$ cat src/rtl/ps2_keyboard_rx.sv
// PS/2 device-to-host receiver with scancode FIFO and irq.
// Optional break-code folding: define PS2_BREAK_DECODE_EN.
module ps2_keyboard_rx #(
    parameter int FIFO_DEPTH  = 8,
    parameter int FILT_LEN    = 4,
    parameter int TIMEOUT_CYC = 50000
) (
    input  logic       clk,
    input  logic       rst_n,
    input  logic       ps2_clk,
    input  logic       ps2_data,
    input  logic       rd,
    output logic [8:0] rd_data,
    output logic       valid,
    output logic       irq,
    output logic       overflow,
    output logic       frame_err
);

    localparam int AW = (FIFO_DEPTH > 2) ? $clog2(FIFO_DEPTH) : 1;
    localparam int FW = (FILT_LEN > 2) ? $clog2(FILT_LEN) : 1;
    localparam int TW = $clog2(TIMEOUT_CYC);

    typedef enum logic [1:0] {
        IDLE,
        DATA,
        PARITY,
        STOP
    } state_t;

    state_t        state_q;
    state_t        state_d;
    logic          clk_s1;
    logic          clk_s2;
    logic          dat_s1;
    logic          dat_s2;
    logic          filt_clk;
    logic [FW-1:0] filt_cnt;
    logic          filt_chg;
    logic          fall;
    logic [TW-1:0] to_cnt;
    logic          to_hit;
    logic [2:0]    bitcnt;
    logic [7:0]    shreg;
    logic          par_q;
    logic          par_ok;
    logic          push;
    logic          err;
    logic          push_en;
    logic [8:0]    wdata;

    logic [8:0]    mem [FIFO_DEPTH];
    logic [AW:0]   wr_ptr;
    logic [AW:0]   rd_ptr;
    logic          full;
    logic          empty;
    logic          pop;
    logic          do_push;
    logic          drop;

    // Two-stage synchronisers for both PS/2 lines
    always_ff @(posedge clk or negedge rst_n) begin
        if (!rst_n) begin
            clk_s1 <= 1'b1;
            clk_s2 <= 1'b1;
            dat_s1 <= 1'b1;
            dat_s2 <= 1'b1;
        end else begin
            clk_s1 <= ps2_clk;
            clk_s2 <= clk_s1;
            dat_s1 <= ps2_data;
            dat_s2 <= dat_s1;
        end
    end

    // A new clock level must persist FILT_LEN samples to be accepted
    assign filt_chg = (clk_s2 != filt_clk)
                   && (filt_cnt == FW'(FILT_LEN - 1));
    assign fall     = filt_chg && filt_clk;

    // Glitch filter on the synchronised clock
    always_ff @(posedge clk or negedge rst_n) begin
        if (!rst_n) begin
            filt_clk <= 1'b1;
            filt_cnt <= '0;
        end else if (clk_s2 == filt_clk) begin
            filt_cnt <= '0;
        end else if (filt_chg) begin
            filt_clk <= clk_s2;
            filt_cnt <= '0;
        end else begin
            filt_cnt <= filt_cnt + 1'b1;
        end
    end

    // An edge in the same cycle wins over an expiring timeout
    assign to_hit = (state_q != IDLE)
                 && (to_cnt == TW'(TIMEOUT_CYC - 1))
                 && !filt_chg;

    // Inactivity counter for aborting partial frames
    always_ff @(posedge clk or negedge rst_n) begin
        if (!rst_n) begin
            to_cnt <= '0;
        end else if (state_q == IDLE || filt_chg || to_hit) begin
            to_cnt <= '0;
        end else begin
            to_cnt <= to_cnt + 1'b1;
        end
    end

    // FSM state register
    always_ff @(posedge clk or negedge rst_n) begin
        if (!rst_n) begin
            state_q <= IDLE;
        end else begin
            state_q <= state_d;
        end
    end

    assign par_ok = ^{shreg, par_q};

    // FSM next state plus push/error decisions
    always_comb begin
        state_d = state_q;
        push    = 1'b0;
        err     = 1'b0;
        unique case (state_q)
            IDLE: begin
                if (fall && !dat_s2) state_d = DATA;
            end
            DATA: begin
                if (fall && bitcnt == 3'd7) state_d = PARITY;
            end
            PARITY: begin
                if (fall) state_d = STOP;
            end
            STOP: begin
                if (fall) begin
                    state_d = IDLE;
                    if (dat_s2 && par_ok) push = 1'b1;
                    else                  err  = 1'b1;
                end
            end
            default: state_d = IDLE;
        endcase
        if (to_hit) begin
            state_d = IDLE;
            push    = 1'b0;
            err     = 1'b1;
        end
    end

    // Frame shift register, bit counter and parity latch
    always_ff @(posedge clk or negedge rst_n) begin
        if (!rst_n) begin
            bitcnt <= '0;
            shreg  <= '0;
            par_q  <= 1'b0;
        end else if (fall) begin
            unique case (state_q)
                IDLE: bitcnt <= '0;
                DATA: begin
                    shreg  <= {dat_s2, shreg[7:1]};
                    bitcnt <= bitcnt + 1'b1;
                end
                PARITY:  par_q <= dat_s2;
                default: ;
            endcase
        end
    end

    // Registered one-cycle error pulse
    always_ff @(posedge clk or negedge rst_n) begin
        if (!rst_n) frame_err <= 1'b0;
        else        frame_err <= err;
    end

`ifdef PS2_BREAK_DECODE_EN
    logic pend_q;
    logic is_brk;

    assign is_brk  = (shreg == 8'hF0);
    assign push_en = push && !is_brk;
    assign wdata   = {pend_q, shreg};

    // Remember an F0 prefix for the following byte
    always_ff @(posedge clk or negedge rst_n) begin
        if (!rst_n)    pend_q <= 1'b0;
        else if (err)  pend_q <= 1'b0;
        else if (push) pend_q <= is_brk;
    end
`else
    assign push_en = push;
    assign wdata   = {1'b0, shreg};
`endif

    assign full    = (wr_ptr[AW] != rd_ptr[AW])
                  && (wr_ptr[AW-1:0] == rd_ptr[AW-1:0]);
    assign empty   = (wr_ptr == rd_ptr);
    assign pop     = rd && !empty;
    assign do_push = push_en && (!full || pop);
    assign drop    = push_en && full && !pop;

    // FIFO storage and pointers
    always_ff @(posedge clk or negedge rst_n) begin
        if (!rst_n) begin
            wr_ptr <= '0;
            rd_ptr <= '0;
            for (int i = 0; i < FIFO_DEPTH; i++) mem[i] <= '0;
        end else begin
            if (do_push) begin
                mem[wr_ptr[AW-1:0]] <= wdata;
                wr_ptr <= wr_ptr + 1'b1;
            end
            if (pop) rd_ptr <= rd_ptr + 1'b1;
        end
    end

    // Sticky overflow, cleared by a read unless a drop coincides
    always_ff @(posedge clk or negedge rst_n) begin
        if (!rst_n)    overflow <= 1'b0;
        else if (drop) overflow <= 1'b1;
        else if (rd)   overflow <= 1'b0;
    end

    assign valid   = !empty;
    assign irq     = valid;
    assign rd_data = empty ? 9'h000 : mem[rd_ptr[AW-1:0]];

endmodule

$ cat config.mk
export PLATFORM = sky130hd
export DESIGN_NAME = ps2_keyboard_rx
export DESIGN_NICKNAME = d
export VERILOG_FILES = /design/src/rtl/ps2_keyboard_rx.sv
export SDC_FILE = /design/constraint.sdc
export NUM_CORES = 1
export LEC_CHECK = 0
export BUFFER_PORTS_ARGS = -buffer_cell sky130_fd_sc_hd__buf_2
export CAP_MARGIN = 25
export CORE_MARGIN = 4
export CORE_UTILIZATION = 60
export CTS_CLUSTER_DIAMETER = 50
export DETAILED_ROUTE_END_ITERATION = 7
export PLACE_DENSITY = 0.77
export SYNTH_ARGS = -nofsm -noshare
export SYNTH_HDL_FRONTEND = slang
export SYNTH_SLANG_ARGS = --single-unit
export TNS_END_PERCENT = 5
$ cat constraint.sdc
create_clock -name clk -period 4.6 [get_ports clk]
set_clock_uncertainty 0.15 [all_clocks]
set_input_delay 0.23 -clock clk [delete_from_list [all_inputs] [get_ports clk]]
set_output_delay 0.23 -clock clk [all_outputs]
set_load 0.05 [all_outputs]
### Yosys cells after proc, flatten, opt, wreduce, memory -nomap -nowiden

Index checks and enable logic that the tools add are counted.

| word-level totals | value |
|---|---|
| bits of input ports | 5 |
| register bits after elaboration | 119 |
| output and inout port bits | 13 |
| logic and storage cells | 107 |

| cells by class | value |
|---|---|
| bitwise operators | 3 |
| mux-type cells | 27 |
| equal/unequal tests | 15 |
| $lt $le $gt $ge | 3 |
| reductions and logical operators | 31 |
| add/sub/neg operators | 5 |

Operators by type and width:

| operator | count |
|---|---|
| 72-bit bitwise mux | 1 |
| 9-bit two-way mux | 4 |
| 9-bit binary-select mux with 3-bit select | 1 |
| 9-bit demux with 3-bit select | 1 |
| 16-bit by 1-bit adder with 16-bit output, second input constant | 1 |
| 16-bit == test, second input constant | 1 |
| 16-bit two-way mux | 1 |
| 2-bit two-way mux | 7 |
| 1-bit logical AND | 13 |
| 1-bit two-way mux | 10 |
| 3-bit inequality test, second input constant | 3 |
| 9-bit XOR reduction | 1 |
| 4-bit by 1-bit adder with 4-bit output, second input constant | 2 |
| 4-bit >= comparator, second input constant | 2 |
| 3-bit NOT with 4-bit output | 2 |
| 2-bit case mux with 4 select lines | 1 |
| 2-bit AND reduction | 4 |
| 2-bit == test, second input constant | 3 |
| 3-bit case mux with 2 select lines | 1 |
| 2-bit nonzero test | 3 |
| 1-bit zero test | 5 |
| 4-bit == test | 1 |
| 4-bit by 1-bit < comparator with 1-bit output, second input constant | 1 |
| 4-bit AND reduction | 1 |
| 11 further kinds | 14 |

### Logic depth before layout (Yosys ltp)

Gate-level depths: netlist (run 1).

| depth | value |
|---|---|
| word-level depth | 9 |
| gate-level depth with buffers | 8 |
| depth with buffers taken out | 7 |

### Worst setup path after synthesis (run 1)

Ideal clock, no wire load.

| timing path | value |
|---|---|
| path kind | register to register |
| start point | register rd_ptr[0] |
| end point | register rd_ptr[1] |
| period minus slack after synthesis | 2.313 ns |
| data arrival time | 2.039 ns |
| cell stages (with the launch flop) | 9 |
| data required time | 4.325 ns |
| buffers on the path | 2 |
| slack | 2.287 ns |
| library setup time | 0.125 ns |
| cell sequence | dfrtp_1 -> buf_4 -> xor2_1 -> nor3_2 -> and2_1 -> buf_2 -> inv_1 -> nand2_1 -> mux2_2 |

| between the ends | value |
|---|---|
| cells in the longest elaborated chain, start to end | 3 |
| elaborated cells between the ends (all ways) | 4 |
| those cells by class | add/sub: 1; eq/ne: 1; reduce/logical: 2 |

Ends and longest elaborated chain:

| item | RTL line | text |
|---|---|---|
| from (decl) | 54 | `logic [AW:0] rd_ptr;` |
| from (signal assigned) | 216 | `if (pop) rd_ptr <= rd_ptr + 1'b1;` |
| 4-bit == test | 200 | `assign empty = (wr_ptr == rd_ptr);` |
| 1-bit zero test | - |  |
| named net irq | 15 | `output logic irq,` |
| 1-bit logical AND | 201 | `assign pop = rd && !empty;` |

The timed path passes the listed nets, and every way through them passes these cells.
A chain may end at the register's enable or synchronous reset.

### Worst setup path in the final report (run 1)

| timing path | value |
|---|---|
| start point | register rd_ptr[2] |
| end point | output port irq |

| between the ends | value |
|---|---|
| cells in the longest elaborated chain, start to end | 2 |

Ends and longest elaborated chain:

| item | RTL line | text |
|---|---|---|
| 4-bit == test | 200 |  |
| 1-bit zero test | 227 | `assign valid = !empty;` |
| to (decl) | 15 |  |

No other way between the ends.

==> metrics list, run 1 <==
- The run finished with clean final reports.
- The number of nets in the synthesized netlist is about 400.
- Cell internal power was estimated by the tool at around 0.0015 W.
- Worst-path clk slew: ~0.090 ns
- Min-delay worst type: input pin to async pin
* Die Footprint: slightly above 0.01 sq mm
- Dividing total power by cell area gives a power density of approximately 400 mW/mm^2.
* Total global routing track utilization: about 20%
- Arrival time of data at the critical path endpoint: roughly 2.5 ns
- Adding up every negative setup slack in the final design gives 0 ns.
- Clk Latency, worst-skew pair: ~0.36 ns
- Net switching is 31.3% of the power.
- Maximum fanout encountered on the critical timing path: 11
* Predominant post-synthesis flop cell: dfrtp_1
* Fin crit share: a little over three fifths
- Flop-to-flop setup slack: 1.74 ns
- Number of H-tree levels: 3
- Setup repair after global routing left no endpoint under its margin.
- Once detailed placement completed, the half-perimeter wirelength came to roughly 6100 um.
* DR vias: between 2000 and 3000
- In the final routed layout, each cell accounts on average for about 18 um.
* Critical Path Source Type: register
* R2r endpoint: mem[29]$_DFFE_PN0P_
- Static Leakage: 2.76 nW
* Worst path required time: about 4.2 ns
* Root Buffer: clkbuf_8
- Counting the fill cells in the layout gives ~590.
* Startpoint of the worst register-to-register path: filt_cnt[0]$_DFF_PN0_
- The synthesized netlist occupies a cell area of approximately 0.0053 sq mm.
* Global-route wire length before repair: 15700 um
- Layout overhead on the synthesized area: 7.17%
* Initial antenna violation count: 0
- The analysis attributes to net switching a power of approximately 0.0007 W.
- Clock Tree Buf Depth: 2
- Before CTS, the worst setup slack after placement is 1.74 ns.
- Actual transition at the worst max-transition pin: around 0.7 ns
* Pin count of the biggest net entering global routing: 83
- Fin. Hold Viols: 0
- Congestion Overflow GR: 0
- In this run the tool buffered the top-level ports with 16 buffer cells.
- Path type of the worst setup path: register to output pin
- Per report_power, the sequential group accounts for 49.3% of the total.
- Worst Slack Setup Final: around 1.7 ns
- Endpoints failing setup: 0
- Headroom to the max-slew limit came out at a little over half.
* Total wire length after detailed routing: 9300 um
- In this run the mean area of a mapped cell was approximately 14 sq um.
* Worst supply voltage drop on vdd: between 0.2 and 0.25 mV
- GP Congestion: between 0.7 and 0.8
* Initial drt markers: about 120
- Kind of capture point of the worst setup path: output pin
* Cell row count: 33
- Sequential-to-total area share from yosys stat: a little over half
- The region available for standard cell placement spans around 0.0084 sq mm.
* I/O Pins: 18
- Counting cells, the worst reg-to-reg path comes to 6.
- The most critical setup path has its startpoint at rd_ptr[2]$_DFFE_PN0P_.
- Critical path capture point: irq
* Max-cap check violation count: 0
* Clock sink count: ~110
* Via-per-instance ratio: about 5.8
- Fraction of layout cells with a size suffix above 1: between 30 and 40%
* Async S/R FF share, synth: between 90% and 100%
- After detailed routing, the number of remaining DRC violations is 0.
* CTS tree: done
- N_diodes: 0
* Clk network pwr share: around 28%
- FMAX: 0.344 GHz
- First-pass iteration count of the detailed router: 6
- Warning count from the yosys run: 0
- Clock buffer count from CTS: 9
* EDFF count, synth: 0
* Logic gate share of total power: a little under a quarter
- Initial core utilization: between 60% and 70%
- The total count of max-transition violations in the final report was 0.
- Synthesis inferred roughly 110 register bits.
* Count of nets after finishing: slightly above 400
- The die is slightly above 100 um wide.
- The detail route stage leaves a number of antenna-violating nets equal to 0.
- Counting distinct cell types in the post-synthesis netlist gives approximately 40.
* Vias in the first global route: slightly above 3000
- The clock period could shrink to ~2.9 ns.
* Die extent in y: approximately 100 um
* Cell count after synthesis: about 390
[area by class of cell]
class | count | area [sq um] | share of cell area [%]
Timing Repair Buffer | 24 | 173 | 3.05
Tap cell | 105 | 131 | 2.32
Multi-Input combinational cell | 245 | 2340 | 41.3
Sequential cell | 111 | 2780 | 49.1
Clock inverter | 5 | 81.3 | 1.43
Inverter | 7 | 26.3 | 0.463
Clock buffer | 11 | 131 | 2.32
[through the flow]
stage | instances | hold slack (ns) | area [sq um] | total power, W | util [%]
after floorplan | 388 | -0.216 | 5290 | 0.00153 | -
after global placement | 487 | 0.185 | 5390 | 0.00163 | 64.3
after detailed placement | 487 | 0.186 | 5390 | 0.00164 | 64.3
after CTS | 507 | 0.213 | 5640 | 0.00227 | 67.3
after global routing | 508 | 0.0535 | 5670 | 0.00237 | 67.6
final | 508 | 0.0620 | 5670 | 0.00224 | 67.6
[registers in the layout, summed over array words and instances, names as in the netlist, 2 cells and up]
register / cells
bitcnt: 3
to_cnt: 16
rd_ptr: 4
wr_ptr: 4
mem: 64
state_q: 2
filt_cnt: 2
shreg: 8
[layer usage]
metal  part of all wire, %  GRT usage [%]  routed length (um)
met1                    47           29.5                4340
met2                    46           29.3                4270
met3                   5.7           5.80                 533
met4                   1.7           5.85                 157
met5                     0              0                   0
[cell families after synthesis]
family	count (synthesis)	share of synthesized area [%]
DFF	111	52.6
adders and majority gates	10	2.37
buffers and inverters	32	3.10
and+or+nand+nor	88	9.04
other	1	0.0709
AOI/OAI and AO/OA	16	2.03
muxes	98	25.2
xor gates and xnor gates	32	5.56
[worst min-delay path by stage]
stage	start	endpoint	cells after the start
final	rst_n	to_cnt[14]$_DFF_PN0_	2
after global routing	rst_n	to_cnt[14]$_DFF_PN0_	2
after CTS	clk_s1$_DFF_PN1_	clk_s2$_DFF_PN1_	0
after detailed placement	ps2_data	dat_s1$_DFF_PN1_	1
after global placement	ps2_clk	clk_s1$_DFF_PN1_	1
after floorplan	rst_n	bitcnt[0]$_DFFE_PN0P_	0
[Yosys cell counts (2+ instances only)]
| cell | n | area (sq um) |
|---|---|---|
| mux4_2 | 16 | 360 |
| nand4_2 | 3 | 37.5 |
| a21oi_1 | 2 | 10.0 |
| mux2i_1 | 8 | 80.1 |
| dfstp_2 | 5 | 131 |
| nor2_1 | 26 | 97.6 |
| buf_2 | 8 | 40.0 |
| xnor2_1 | 15 | 131 |
| nand3_1 | 12 | 60.1 |
| and3b_1 | 2 | 17.5 |
| ha_1 | 10 | 125 |
| and2_1 | 2 | 12.5 |
| nand2_1 | 16 | 60.1 |
| mux2_2 | 58 | 653 |
| a32o_1 | 2 | 20.0 |
| and4b_1 | 3 | 30.0 |
| nor3_1 | 2 | 10.0 |
| buf_6 | 3 | 33.8 |
| mux2_4 | 16 | 240 |
| inv_1 | 7 | 26.3 |
| o22ai_1 | 2 | 12.5 |
| clkbuf_1 | 10 | 37.5 |
| and3_1 | 10 | 62.6 |
| o21ai_0 | 7 | 35.0 |
| nand4_1 | 4 | 25.0 |
| buf_4 | 3 | 22.5 |
| and4_1 | 2 | 17.5 |
| dfrtp_1 | 106 | 2650 |
| xor2_1 | 16 | 140 |
[critical path, cell delays in order, from the launching register on]
cell and delay, ns:
dfrtp_1 0.80, xor2_1 0.16, nor3_2 0.29, and2_1 0.49, inv_1 0.18, buf_2 0.25
[power groups by stage]
stage	clock network (W)	registers, W	logic (W)
CTS	0.000645	0.00111	0.000519
detailed placement	0	0.00112	0.000514
global route	0.000678	0.00111	0.000578
floorplan	0	0.00109	0.000442
global placement	0	0.00112	0.000506
finish	0.000620	0.00110	0.000515
[cell usage in the layout, fill, tap and decap left out, types with 9 or more instances in the layout]
cell / count
dfrtp_1: 106
mux2_2: 58
nor2_1: 26
xor2_1: 16
mux4_2: 16
nand2_1: 16
mux2_4: 16
xnor2_1: 15
buf_2: 15
nand3_1: 12
and3_1: 10
ha_1: 10
clkbuf_8: 9
[timing repair]
item | CTS | global route
hold buffers | 4 | 0
buffers inserted | 0 | 0
gates resized for setup | 0 | 0
hold endpoints to repair | 84 | 0
Power figures use the tool's default switching activity.
==> run 2, diff against run 1 <==
- CORE_UTILIZATION: 60 -> 56
- PLACE_DENSITY: 0.77 -> 0.76
- clock period: 4.6 -> 2.5 ns (I/O delays scaled with it)
==> run 2 against run 1 <==
Net effect:
- sequential share of layout area decreased by 1.0 points
- non-clock buffer count grew 19
- power grew 84%
- utilization is 4.7 points lower
- register-to-register slack lost 1.6 ns
- combinational power rose by 100%
- global-route usage decreased by 0.96 points
- worst hold slack improved by 0.050 ns
- design area rose by 2.1%
- critical path depth is 1 higher
- critical endpoint is now mem[52]$_DFFE_PN0P_
- largest cell class unchanged
- highest routed layer unchanged
==> metrics list, run 2 (synthesis gave the netlist of run 1 again) <==
- The count of antenna-violating nets left after detailed routing was 0 (unchanged).
- The count of non-filler cells in the finished layout is 533 (was 508).
- Fraction of layout cells with a size suffix above 1: 36.7% (was 33.5%)
* Switching power of the nets: 0.00134 W (was 0.000701 W)
* Relative max-transition margin: 66.5% (was 53.8%)
* Commonest cells after routing, fill and taps aside: dfrtp_1 (106), mux2_2 (58), nor2_1 (26) (unchanged)
* Total instance count after detailed placement: 513 (was 487)
- Number of post-CTS setup repair buffers: 0 (unchanged)
* Most common cell type on the critical path: xnor2_1
- Chip width: 105 um (was 102 um)
- I/O Pins: 18 (unchanged)
- Outcome: completed (unchanged)
* Fin crit share: 94.9%
- The via count of the first global-routing pass is 3269 (was 3085).
* Max-slew violations: 0 (unchanged)
* Crit-path slowest cell: mux2_2 (was dfrtp_1)
* Critical Path, Cell by Cell: xnor2_1 -> xnor2_1 -> xnor3_1 -> buf_4 -> nand4_2 -> mux2_2 (was xor2_1 -> nor3_2 -> and2_1 -> inv_1 -> buf_2)
- Worst path required time: 2.61 ns (was 4.22 ns)
* Worst Slack Setup Final: 0.128 ns (was 1.69 ns)
* Layout overhead on the synthesized area: 9.44% (was 7.17%)
* Placeable core area: 0.00920 sq mm (was 0.00838 sq mm)
- The detailed-route wire length per cell is 18.4 um (was 18.3 um).
- Initial drt markers: 157 (was 119)
- The area enclosed by the die boundary came to 0.0111 sq mm (was 0.0104 sq mm).
- The combined global-route utilization of all metal layers was 19.0% (was 20.0%).
- Sum of negative setup slack: 0 ns (unchanged)
- Unrepaired setup endpoints after global routing: false (unchanged)
- The clock net sink count came to 111 (unchanged).
- Most frequent standard cell in the layout excluding fill and tap cells: dfrtp_1 (unchanged)
- HPWL after detailed placement: 6600 um (was 6110 um)
- The via count is 3095 (was 2950).
* First-pass iteration count of the detailed router: 4 (was 6)
- Register bank with the most flops: mem (unchanged)
* Clk network pwr share: 25.9% (was 27.7%)
- The top fanout value on the critical path was 8 (was 11).
- Worst slack at placement: 0.156 ns (was 1.74 ns)
* Slowest cell delay on critical path: 0.43 ns (was 0.80 ns)
- Max-cap check violation count: 0 (unchanged)
- Worst-path clk slew: 0.10 ns (was 0.09 ns)
- Path type of the worst setup path: register to register (was register to output pin)
- Top flop regs: mem x64, to_cnt x16, shreg x8 (unchanged).
* Pin count of the biggest net entering global routing: 65 (was 83)
- The global-route wire length before repair was 16600 um (was 15700 um).
- Die extent in y: 105 um (was 102 um)
* FMAX: about 0.42 GHz
- The total clock buffers created by CTS is 9 (unchanged).
- The kind of cell adding the most delay to the critical path is XOR/XNOR gates (was flip-flops).
- The buffer levels on the longest clock path is 2 (unchanged).
* Number of flip-flops under the largest register name: 64 (unchanged)
- The arrival time of data at the critical path endpoint is 2.48 ns (was 2.53 ns).
* Pwr Density: 711 mW/mm^2 (was 395 mW/mm^2)
- Number of buffers and inverters on the critical path: 1 (was 2)
- The clock root buffer master is clkbuf_8 (unchanged).
- Share of total power consumed by net switching: 32.6% (was 31.3%)
* Static Leakage: 2.86 nW (was 2.76 nW)
- The internal portion of total power was 0.00277 W (was 0.00154 W).
* Worst supply voltage drop on vdd: 0.377 mV (was 0.228 mV)
- Clk Latency, worst-skew pair: 0.37 ns (was 0.36 ns)
- The final weighted congestion in routability-driven placement came to 0.780 (was 0.776).
- The register share of total power came to 48.7% (was 49.3%).
* Finished Core Util: 63.0% (was 67.6%)
- Cell row count: 35 (was 33)
- Congestion Overflow GR: 0 (unchanged)
* Endpoints failing setup: 0 (unchanged)
- The CTS tree was done (unchanged).
- The sort of element at the end of the critical path is a register (was output pin).
- The startpoint kind of the worst setup timing path is a register (unchanged).
- The number of design rule violations left after detail routing is 0 (unchanged).
- The combinational share of power was 25.5% (was 23.0%).
- Initial antenna violation count: 0 (unchanged)
- The number of buffers added on ports is 16 (unchanged).
* Actual transition at the worst max-transition pin: 0.501 ns (was 0.693 ns)
- The per-cell via count in the routed design is 5.81 (about the same).
- The number of diodes came to 0 (unchanged).
- The maximum level of the CTS H-tree was 3 (unchanged).
* Initial core utilization: 57.5% (was 63.1%)
* Min-delay worst type: input pin to async pin (unchanged)
* Count of nets after finishing: 432 (was 413)
- Fin. Hold Viols: 0 (unchanged)
* Total wire length after detailed routing: 9790 um (was 9300 um)
* Worst hold slack after final layout: 0.112 ns (was 0.0620 ns)
- After layout, the minimum clock period comes to 2.37 ns.
## run 2: timing repair
| item | 4_1_cts | 5_1_grt |
|---|---|---|
| endpoints found under the setup margin | 0 | 7 |
| hold buffers | 4 | 0 |
| hold endpoints to repair | 53 | 0 |
| resized for setup | 0 | 1 |
## run 2: path summary, 6_finish.rpt
kind	from	endpoint	slack, ns	cells past startpoint
min reg2reg	dat_s1$_DFF_PN1_	dat_s2$_DFF_PN1_	0.21	0
min in group clk	dat_s1$_DFF_PN1_	dat_s2$_DFF_PN1_	0.21	0
min	rst_n	shreg[7]$_DFFE_PN0P_	0.11	2
max in group asynchronous	rst_n	mem[52]$_DFFE_PN0P_	1.39	3
max reg2reg	shreg[3]$_DFFE_PN0P_	mem[52]$_DFFE_PN0P_	0.13	6
max	shreg[3]$_DFFE_PN0P_	mem[52]$_DFFE_PN0P_	0.13	6
## run 2: final cells by class
type	count	area [sq um]
fillers	681	3410
well taps	111	139
clock buffers	11	131
clock inverters	5	57.6
repair buffers	43	308
inverters	7	26.3
flip-flops and latches	111	2780
multi-input cells	245	2340
## run 2: worst register-to-register path, stage by stage (launching register included)
cell,delay (ns)
dfrtp_1,0.40
xnor2_1,0.19
xnor2_1,0.17
xnor3_1,0.34
buf_4,0.20
nand4_2,0.39
mux2_2,0.43
## run 2: power groups by stage
stage / logic (W) / clock network, W / registers [W]
CTS: 0.00106 / 0.00108 / 0.00200
floorplan: 0.000814 / 0 / 0.00201
finish: 0.00105 / 0.00106 / 0.00200
global placement: 0.00102 / 0 / 0.00203
global route: 0.00115 / 0.00115 / 0.00202
detailed placement: 0.00105 / 0 / 0.00204
## run 2: metal layers
metal	routed length [um]	up-vias	share of wire (%)	track usage, %
met1	4710	1613	48	27.6
li1	-	1428	-	-
met4	157	0	1.6	6.75
met5	0	-	0	0
met3	249	13	2.5	2.59
met2	4680	41	48	29.6
## run 2: metrics by stage
step | cell area [sq um] | power, W
2_1_floorplan | 5290 | 0.00282
3_3_place_gp | 5560 | 0.00305
5_1_grt | 5790 | 0.00433
4_1_cts | 5790 | 0.00415
3_5_place_dp | 5560 | 0.00309
6_report | 5790 | 0.00411
